<file path="src/rtl/norm_seq_divider.sv">
// norm_seq_divider
//   Multi-cycle fixed-point divider for the ratio/normalisation path.
//   quotient  = (dividend << FRAC) / divisor
//   remainder = (dividend << FRAC) % divisor
//   Operands are unsigned or two's-complement, chosen per operation.
//   Leading-one detection on both magnitudes skips the iterations that
//   could only produce leading zero quotient bits.
//
// Ports
//   clk          clock, rising edge
//   rst          asynchronous active-low reset
//   in_valid     operands valid
//   in_ready     operands accepted (IDLE only)
//   dividend     DW-bit dividend, sampled on input handshake
//   divisor      VW-bit divisor, sampled on input handshake
//   signed_mode  1 = two's-complement operands/results
//   out_valid    result valid (DONE)
//   out_ready    consumer accepts result
//   quotient     W-bit quotient, W = DW+FRAC, stable while out_valid
//   remainder    VW-bit remainder, stable while out_valid
//   div_by_zero  result produced with a zero divisor
//   ovf          signed quotient saturated
//
// state  | meaning
// -------+-----------------------------------------------------------
// S_IDLE | waiting for operands, in_ready=1
// S_NORM | align divisor to dividend msb, resolve trivial cases
// S_ITER | one restoring subtract/shift per cycle, count down to 0
// S_DONE | signed result presented, waiting for out_ready

module norm_seq_divider #(
   parameter int DW   = 22,
   parameter int VW   = 15,
   parameter int FRAC = 14
) (
   input  logic                 clk,
   input  logic                 rst,
   input  logic                 in_valid,
   output logic                 in_ready,
   input  logic [DW-1:0]        dividend,
   input  logic [VW-1:0]        divisor,
   input  logic                 signed_mode,
   output logic                 out_valid,
   input  logic                 out_ready,
   output logic [DW+FRAC-1:0]   quotient,
   output logic [VW-1:0]        remainder,
   output logic                 div_by_zero,
   output logic                 ovf
);

   localparam int W  = DW + FRAC;
   localparam int CW = $clog2(W);

   typedef enum logic [1:0] {
      S_IDLE = 2'd0,
      S_NORM = 2'd1,
      S_ITER = 2'd2,
      S_DONE = 2'd3
   } state_t;

   state_t r_state;
   state_t w_state_nxt;

   // working registers
   logic [W-1:0]   r_rem;
   logic [W-1:0]   r_dsh;
   logic [W-2:0]   r_q;
   logic [VW-1:0]  r_d;
   logic [CW-1:0]  r_cnt;
   logic           r_neg_q;
   logic           r_neg_r;
   logic           r_signed;

   // result registers
   logic [W-1:0]   r_quotient;
   logic [VW-1:0]  r_remainder;
   logic           r_dbz;
   logic           r_ovf;

   // FSM strobes
   logic           w_accept;
   logic           w_go_iter;
   logic           w_step;
   logic           w_load_dbz;
   logic           w_load_res;

   // operand magnitudes at the input handshake
   logic           w_a_neg;
   logic           w_b_neg;
   logic [DW-1:0]  w_a_mag;
   logic [VW-1:0]  w_b_mag;
   logic [W-1:0]   w_n;

   // normalisation
   logic [W-1:0]   w_d_ext;
   logic [CW-1:0]  w_msb_n;
   logic [CW-1:0]  w_msb_d;
   logic [CW-1:0]  w_shift;
   logic           w_d_zero;
   logic           w_n_lt_d;

   // iteration
   logic           w_ge;
   logic [W-1:0]   w_rem_next;
   logic [W-1:0]   w_q_next;

   // sign application
   logic [W-1:0]   w_res_q;
   logic [VW-1:0]  w_res_r;
   logic           w_sat;
   logic [W-1:0]   w_q_out;
   logic [VW-1:0]  w_r_out;
   logic [W-1:0]   w_q_dbz;

   function automatic logic [CW-1:0] msb_pos(input logic [W-1:0] x);
      logic [CW-1:0] p;
      p = '0;
      for (int i = 0; i < W; i++) begin
         if (x[i]) p = CW'(i);
      end
      return p;
   endfunction

   assign w_a_neg = signed_mode & dividend[DW-1];
   assign w_b_neg = signed_mode & divisor[VW-1];
   assign w_a_mag = w_a_neg ? -dividend : dividend;
   assign w_b_mag = w_b_neg ? -divisor : divisor;
   assign w_n     = {w_a_mag, {FRAC{1'b0}}};

   assign w_d_ext  = {{(W-VW){1'b0}}, r_d};
   assign w_msb_n  = msb_pos(r_rem);
   assign w_msb_d  = msb_pos(w_d_ext);
   // only used when N >= D, so the difference is never negative
   assign w_shift  = w_msb_n - w_msb_d;
   assign w_d_zero = (r_d == '0);
   // Early exit whenever N < D: the quotient is zero and the remainder is N.
   // This covers N==0, a negative shift, and the equal-msb case where the
   // single iteration could only produce a zero bit.
   assign w_n_lt_d = (r_rem < w_d_ext);

   assign w_ge       = (r_rem >= r_dsh);
   assign w_rem_next = w_ge ? (r_rem - r_dsh) : r_rem;
   assign w_q_next   = {r_q, w_ge};

   // result source: last iteration, or the early-exit case from NORM
   assign w_res_q = w_step ? w_q_next : '0;
   assign w_res_r = w_step ? w_rem_next[VW-1:0] : r_rem[VW-1:0];

   // only a positive signed result can exceed the largest positive value;
   // the most negative quotient magnitude (2^(W-1)) negates exactly
   assign w_sat   = r_signed & ~r_neg_q & w_res_q[W-1];
   assign w_q_out = w_sat   ? {1'b0, {(W-1){1'b1}}}
                  : r_neg_q ? -w_res_q
                  :           w_res_q;
   assign w_r_out = r_neg_r ? -w_res_r : w_res_r;

   assign w_q_dbz = !r_signed ? {W{1'b1}}
                  : r_neg_r   ? {1'b1, {(W-1){1'b0}}}
                  :             {1'b0, {(W-1){1'b1}}};

   always_ff @(posedge clk or negedge rst) begin
      if (!rst) begin
         r_state <= S_IDLE;
      end else begin
         r_state <= w_state_nxt;
      end
   end

   always_comb begin
      w_state_nxt = r_state;
      in_ready    = 1'b0;
      out_valid   = 1'b0;
      w_accept    = 1'b0;
      w_go_iter   = 1'b0;
      w_step      = 1'b0;
      w_load_dbz  = 1'b0;
      w_load_res  = 1'b0;
      case (r_state)
         S_IDLE: begin
            in_ready = 1'b1;
            if (in_valid) begin
               w_accept    = 1'b1;
               w_state_nxt = S_NORM;
            end
         end
         S_NORM: begin
            if (w_d_zero) begin
               w_load_dbz  = 1'b1;
               w_state_nxt = S_DONE;
            end else if (w_n_lt_d) begin
               w_load_res  = 1'b1;
               w_state_nxt = S_DONE;
            end else begin
               w_go_iter   = 1'b1;
               w_state_nxt = S_ITER;
            end
         end
         S_ITER: begin
            w_step = 1'b1;
            if (r_cnt == '0) begin
               w_load_res  = 1'b1;
               w_state_nxt = S_DONE;
            end
         end
         S_DONE: begin
            out_valid = 1'b1;
            if (out_ready) w_state_nxt = S_IDLE;
         end
         default: w_state_nxt = S_IDLE;
      endcase
   end

   always_ff @(posedge clk or negedge rst) begin
      if (!rst) begin
         r_rem       <= '0;
         r_dsh       <= '0;
         r_q         <= '0;
         r_d         <= '0;
         r_cnt       <= '0;
         r_neg_q     <= 1'b0;
         r_neg_r     <= 1'b0;
         r_signed    <= 1'b0;
         r_quotient  <= '0;
         r_remainder <= '0;
         r_dbz       <= 1'b0;
         r_ovf       <= 1'b0;
      end else begin
         if (w_accept) begin
            r_rem    <= w_n;
            r_d      <= w_b_mag;
            r_q      <= '0;
            r_neg_q  <= w_a_neg ^ w_b_neg;
            r_neg_r  <= w_a_neg;
            r_signed <= signed_mode;
         end
         if (w_go_iter) begin
            r_dsh <= w_d_ext << w_shift;
            r_cnt <= w_shift;
         end
         if (w_step) begin
            r_rem <= w_rem_next;
            r_q   <= w_q_next[W-2:0];
            r_dsh <= r_dsh >> 1;
            r_cnt <= r_cnt - CW'(1);
         end
         if (w_load_dbz) begin
            r_quotient  <= w_q_dbz;
            r_remainder <= '0;
            r_dbz       <= 1'b1;
            r_ovf       <= 1'b0;
         end
         if (w_load_res) begin
            r_quotient  <= w_q_out;
            r_remainder <= w_r_out;
            r_dbz       <= 1'b0;
            r_ovf       <= w_sat;
         end
      end
   end

   assign quotient    = r_quotient;
   assign remainder   = r_remainder;
   assign div_by_zero = r_dbz;
   assign ovf         = r_ovf;

endmodule

</file>
<file path="config.mk">
export PLATFORM = sky130hd
export DESIGN_NAME = norm_seq_divider
export DESIGN_NICKNAME = d
export VERILOG_FILES = /design/src/rtl/norm_seq_divider.sv
export SDC_FILE = /design/constraint.sdc
export NUM_CORES = 1
export LEC_CHECK = 0
export CAP_MARGIN = 30
export CORE_MARGIN = 1.5
export CORE_UTILIZATION = 50
export CTS_BUF_LIST = sky130_fd_sc_hd__clkbuf_16
export CTS_CLUSTER_DIAMETER = 50
export DETAILED_ROUTE_END_ITERATION = 12
export HOLD_SLACK_MARGIN = 0.03
export PLACE_DENSITY = 0.72
export SLEW_MARGIN = 20
export SYNTH_ARGS = -nofsm -noshare
export SYNTH_HDL_FRONTEND = slang
export SYNTH_SLANG_ARGS = --single-unit
</file>
<file path="constraint.sdc">
create_clock -name clk -period 4.73 [get_ports clk]
set_input_delay 0.946 -clock clk [delete_from_list [all_inputs] [get_ports clk]]
set_output_delay 0.946 -clock clk [all_outputs]
set_load 0.01 [all_outputs]
</file>
Word level (Yosys, flattened, before mapping)
Cells that the tools add are included.

word-level totals
  register bits = 186
  ROM bits = 0
  output and inout bits = 55
  memory bits (writable) = 0
  memories kept = 0
  latch bits = 0

cells by class
  muxes and demuxes = 95
  div/mod/pow operators = 0
  $lt $le $gt $ge = 2
  $mul = 0
  bitwise gates (word level) = 6
  reduce and logical (&&, ||, !) cells = 8
  equal/unequal tests = 7
  shifts and indexed selects = 1
  add/subtract/negate cells = 7

operator list
  kind                                                                number
  36-bit 2-to-1 mux                                                   12
  6-bit 2-to-1 mux                                                    49
  15-bit 2-to-1 mux                                                   5
  35-bit 2-to-1 mux                                                   2
  36-bit >= comparator                                                1
  36-bit by 15-bit < comparator with 1-bit output                     1
  36-bit negation                                                     1
  15-bit by 6-bit << shifter with 36-bit output                       1
  36-bit subtractor                                                   1
  15-bit negation                                                     2
  22-bit 2-to-1 mux                                                   1
  22-bit negation                                                     1
  1-bit 2-to-1 mux                                                    21
  15-bit zero test                                                    1
  2-bit one-hot mux with 4 select lines                               1
  6-bit zero test                                                     1
  2-bit 2-to-1 mux                                                    3
  2-bit inequality test, second input constant                        3
  2-bit nonzero test                                                  3
  6-bit by 1-bit subtractor with 6-bit output, second input constant  1
  6-bit subtractor                                                    1
  1-bit bitwise AND                                                   4
  2-bit == test, second input constant                                2
  3-bit AND reduction                                                 1
  other kinds (7)                                                     7

Logic depth before layout (Yosys ltp)
  depth after elaboration = 39
  depth in mapped cells = 23
  gate-level depth less buffers = 22

Worst setup path after synthesis
Ideal clock, no wire load.

  path kind = register -> register
  start = register r_rem[2]
  end = register r_dsh[30]
  setup slack = 289 ps
  arrival time = 4308 ps
  library setup time = 133 ps
  cell stages (with the launch flop) = 20
  clock period less this slack = 4441 ps
  required time = 4597 ps
  cell sequence = dfrtp_1 > clkbuf_1 > nor2_1 > o31ai_1 > a211oi_1 > o31ai_1 > a211oi_1 > o31ai_1 > a211oi_1 > o31a_1 > o31a_1 > fa_1 > clkbuf_1 > clkbuf_1 > mux4_2 > a21oi_1 > mux2_2 > nor3_1 > a211oi_1 > a21oi_1

between the ends
  longest elaborated chain between the ends = 38
  elaborated cells on any way between the ends = 43

ends and longest elaborated chain
  element                                        RTL line  source
  start: declaration                             65        logic [W-1:0] r_rem;
  start signal: assignment                       229       r_rem <= w_n;
  start signal: assignment                       241       r_rem <= w_rem_next;
  6-bit 2-to-1 mux (34 in a row)                 119       if (x[i]) p = CW'(i);
  6-bit subtractor                               134       assign w_shift = w_msb_n - w_msb_d;
  15-bit by 6-bit << shifter with 36-bit output  237       r_dsh <= w_d_ext << w_shift;
  36-bit 2-to-1 mux                              236       if (w_go_iter) begin
  36-bit 2-to-1 mux                              240       if (w_step) begin
  end signal: assignment                         237
  end signal: assignment                         243       r_dsh <= r_dsh >> 1;
  end: declaration                               66        logic [W-1:0] r_dsh;

Parallel ways exist; a longest one is shown, timed or not. The select of a mux whose other input is x is not followed.
A chain may end at the register's enable or synchronous reset.

Final worst setup path
  start = register r_rem[1]
  end = register r_dsh[26]

between the ends
  longest elaborated chain between the ends = 39
  elaborated cells on any way between the ends = 44

ends and longest elaborated chain
  element                                        RTL line
  1-bit 2-to-1 mux                               119
  6-bit 2-to-1 mux (34 in a row)                 119
  6-bit subtractor                               134
  15-bit by 6-bit << shifter with 36-bit output  237
  36-bit 2-to-1 mux                              236
  36-bit 2-to-1 mux                              240

Parallel ways exist; a longest one is shown, timed or not. The select of a mux whose other input is x is not followed.

==> impl_metrics.ini <==
[worst_hold_path]
hold_class = reg2reg
worstHoldStart = r_dsh[9]
min_to = r_dsh[9]
min_path_cells = 2

[timing]
fin_setup_tns_ns = 0
finalCriticalPeriod_ns = 4.55
max_freq_ghz = 0.220
setup_viol = 0
worst_slew_pin_slew_ns = 0.991
min_period_over_period_pct = 96.2
slew_headroom_pct = 33.9
slew_violations = 0
hold_viol = 0
clock_skew_ns = 0.0116
whs_ns = 0.488
grt_setup_unrepaired = false

[placed_design]
dp.cells = 2199
dp_hpwl_mm = 36.3
gp_congestion = 1.01
portBuffers = 96

[final_layout]
fillers = 2648
finalNetCount = 1949
regArea_um2 = 4650
area_growth_pct = 14.7
multi_input_area_um2 = 8990
finalNonFillerCells = 2232
drive_above_1_share_pct = 8.36

[critical_path]
r2r_end = r_dsh[26]
crit_top_cell = a21oi_1
rr_worst_depth = 19
critPathKind = reg2reg
cp_data_arrival_time_ns = 4.92
slowest_stage = dfrtp_1
crit_chain = nor2b_1, o21bai_1, a21oi_1, o31ai_1, a21oi_1, o31ai_1, a21oi_1, nor2_1, ha_1, fa_1, buf_12, mux2_2, a21oi_1, buf_4, or3_1, o21ai_0, nor3b_2, a21oi_1, a31oi_1
ff2ff_setup_slack_ns = 0.18
endpoint_kind = flip-flop
crit_required_ns = 5.10
rr_startpoint = r_rem[1]
start_kind = flip-flop
critPathMaxStageDelay_ns = 0.52
critPathMaxFanout = 27

[routing]
drtAntennaViolNets = 0
drt_iter0_drc = 1689
num_vias = 14250
vias_per_cell = 6.38
dr.pass1.iters = 6
drt_wl_total_mm = 48.4
drcViolationCount = 0
wl_per_cell_um = 21.7

[yosys]
yosysSeqAreaShare_pct = 32.3
yosysMostFrequentCell = nand2_1
ys_warn_count = 0
syn_inst = 1768
synth.net_count = 1877
synthTopCellsByCount = 218 x nand2_1, 186 x dfrtp_1, 168 x o21ai_0
synth-edff-count = 0
synth_top_cell_by_area = dfrtp_1
synth_area_um2 = 14400
syn_avg_cell_area_um2 = 8.14
synth_seq_cells = 186
synth_top_flop_cell = dfrtp_1
async_reset_ff_share_pct = 100
yosys-top-cells-area = dfrtp_1 32%, o21ai_0 5.8%, nand2_1 5.7%
synth_cell_types = 94
yosysTopAreaCellShare_pct = 32.3

[grt]
grt_overflow = 0
grt_pass1_vias = 13315
grt_max_degree = 102
track_usage_pct = 32.3
antenna_found_initial = 0
grt_pass1_wl_mm = 76.1

[floorplanning]
die_h_um = 173
coreArea_um2 = 28100
start_util_pct = 51.2
die_area_um2 = 29800
ios = 97
die_w_um = 173
rows = 61

[clocking]
cts-root-buf = clkbuf_16
cts_tree = built
cts_htree_levels = 4
cts_sinks = 186
cts_setup_buffers = 0
clk_pin_slew_worst_paths_ns = 0.08
cts_buffer_depth = 2
cts_buffers = 17
clock_latency_ns = 0.45

[outcome]
status = completed

[flow_run]
maxCapViolCount = 0
## flip-flops by register name, indices dropped and copies added (netlist names)
signal and flops:
div_by_zero 1, ovf 1, quotient 36, r_cnt 6, r_d 15, r_dsh 36
r_neg_q 1, r_neg_r 1, r_q 35, r_rem 36, r_signed 1, r_state 2
remainder 15
## metrics by stage
step	instance area (µm²)	setup slack (ns)	utilization (%)
floorplan	14400	0.289	-
global placement	15900	0.329	56.5
detailed placement	15900	0.330	56.5
CTS	16500	0.223	58.7
global route	16500	0.0142	58.8
finish	16500	0.178	58.8
## layer usage
metal  share of wire (%)  wire length (µm)  up-vias  track usage (%)
li1                    -                 -     6610                -
met1                  44             21100     6813             44.4
met2                  45             21600      718             50.6
met3                 8.1              3920      109             5.50
met4                 3.7              1810        0             12.9
met5                   0                 0        -                0
## critical path: cells and delay by family, from the launching register on
family / cells / cell delay (ns)
buf+inv: 2 / 0.38
mux: 1 / 0.25
flops: 1 / 0.52
fa+ha+maj: 2 / 0.73
simple gates: 4 / 0.91
compound gates: 10 / 1.65
## what timing repair did
item | 4_1_cts | 5_1_grt
endpoints found under the hold margin | 0 | 0
setup endpoints to repair | 0 | 9
hold buffers | 0 | 0
resized for setup | 0 | 7
## worst max-delay path by stage
stage | startpoint | to | slack (ns) | cells past startpoint
2_1_floorplan | r_rem[2] | r_dsh[30] | 0.29 | 19
3_3_place_gp | r_rem[3] | r_dsh[26] | 0.33 | 19
3_5_place_dp | r_rem[2] | r_dsh[30] | 0.33 | 19
4_1_cts | r_rem[2] | r_dsh[26] | 0.22 | 19
5_1_grt | r_rem[0] | remainder[14] | 0.01 | 22
6_report | r_rem[1] | r_dsh[26] | 0.18 | 19
## layout by cell type (no fill, tap or decap), types with 18 or more instances in the layout
| master | count |
|---|---|
| a211oi_1 | 27 |
| mux2i_1 | 43 |
| nor2_1 | 138 |
| a22oi_1 | 19 |
| ha_1 | 63 |
| nand2b_1 | 18 |
| buf_4 | 56 |
| dfrtp_1 | 186 |
| xnor2_1 | 48 |
| xor2_1 | 37 |
| o211ai_1 | 31 |
| nand3_1 | 43 |
| o31ai_1 | 21 |
| nor3_1 | 43 |
| clkdlybuf4s50_1 | 95 |
| o21ai_0 | 168 |
| nand2_1 | 217 |
| a21o_1 | 32 |
| a21oi_1 | 113 |
| inv_1 | 93 |
## area by class of cell
class | instances | area share (%)
tap | 378 | 2.86
clock inverter | 15 | 1.10
clock buffer | 17 | 2.58
antenna | 1 | 0.0152
inverter | 96 | 2.18
sequential | 186 | 28.2
multi-input combinational | 1385 | 54.4
timing repair buffer | 154 | 8.63
## logic make-up (layout without fill, tap and decap cells)
family,Yosys count,after routing,share of synthesized area (%)
compound gates,608,608,28.1
other cells,0,1,0
xor+xnor,86,86,5.29
mux,54,54,4.32
simple gates,570,570,18.4
flops,186,186,32.3
buf+inv,197,282,5.59
fa+ha+maj,67,67,5.98
Power is not shown: default switching activity piles up to over one toggle a cycle in this logic, so the estimate is an artifact.
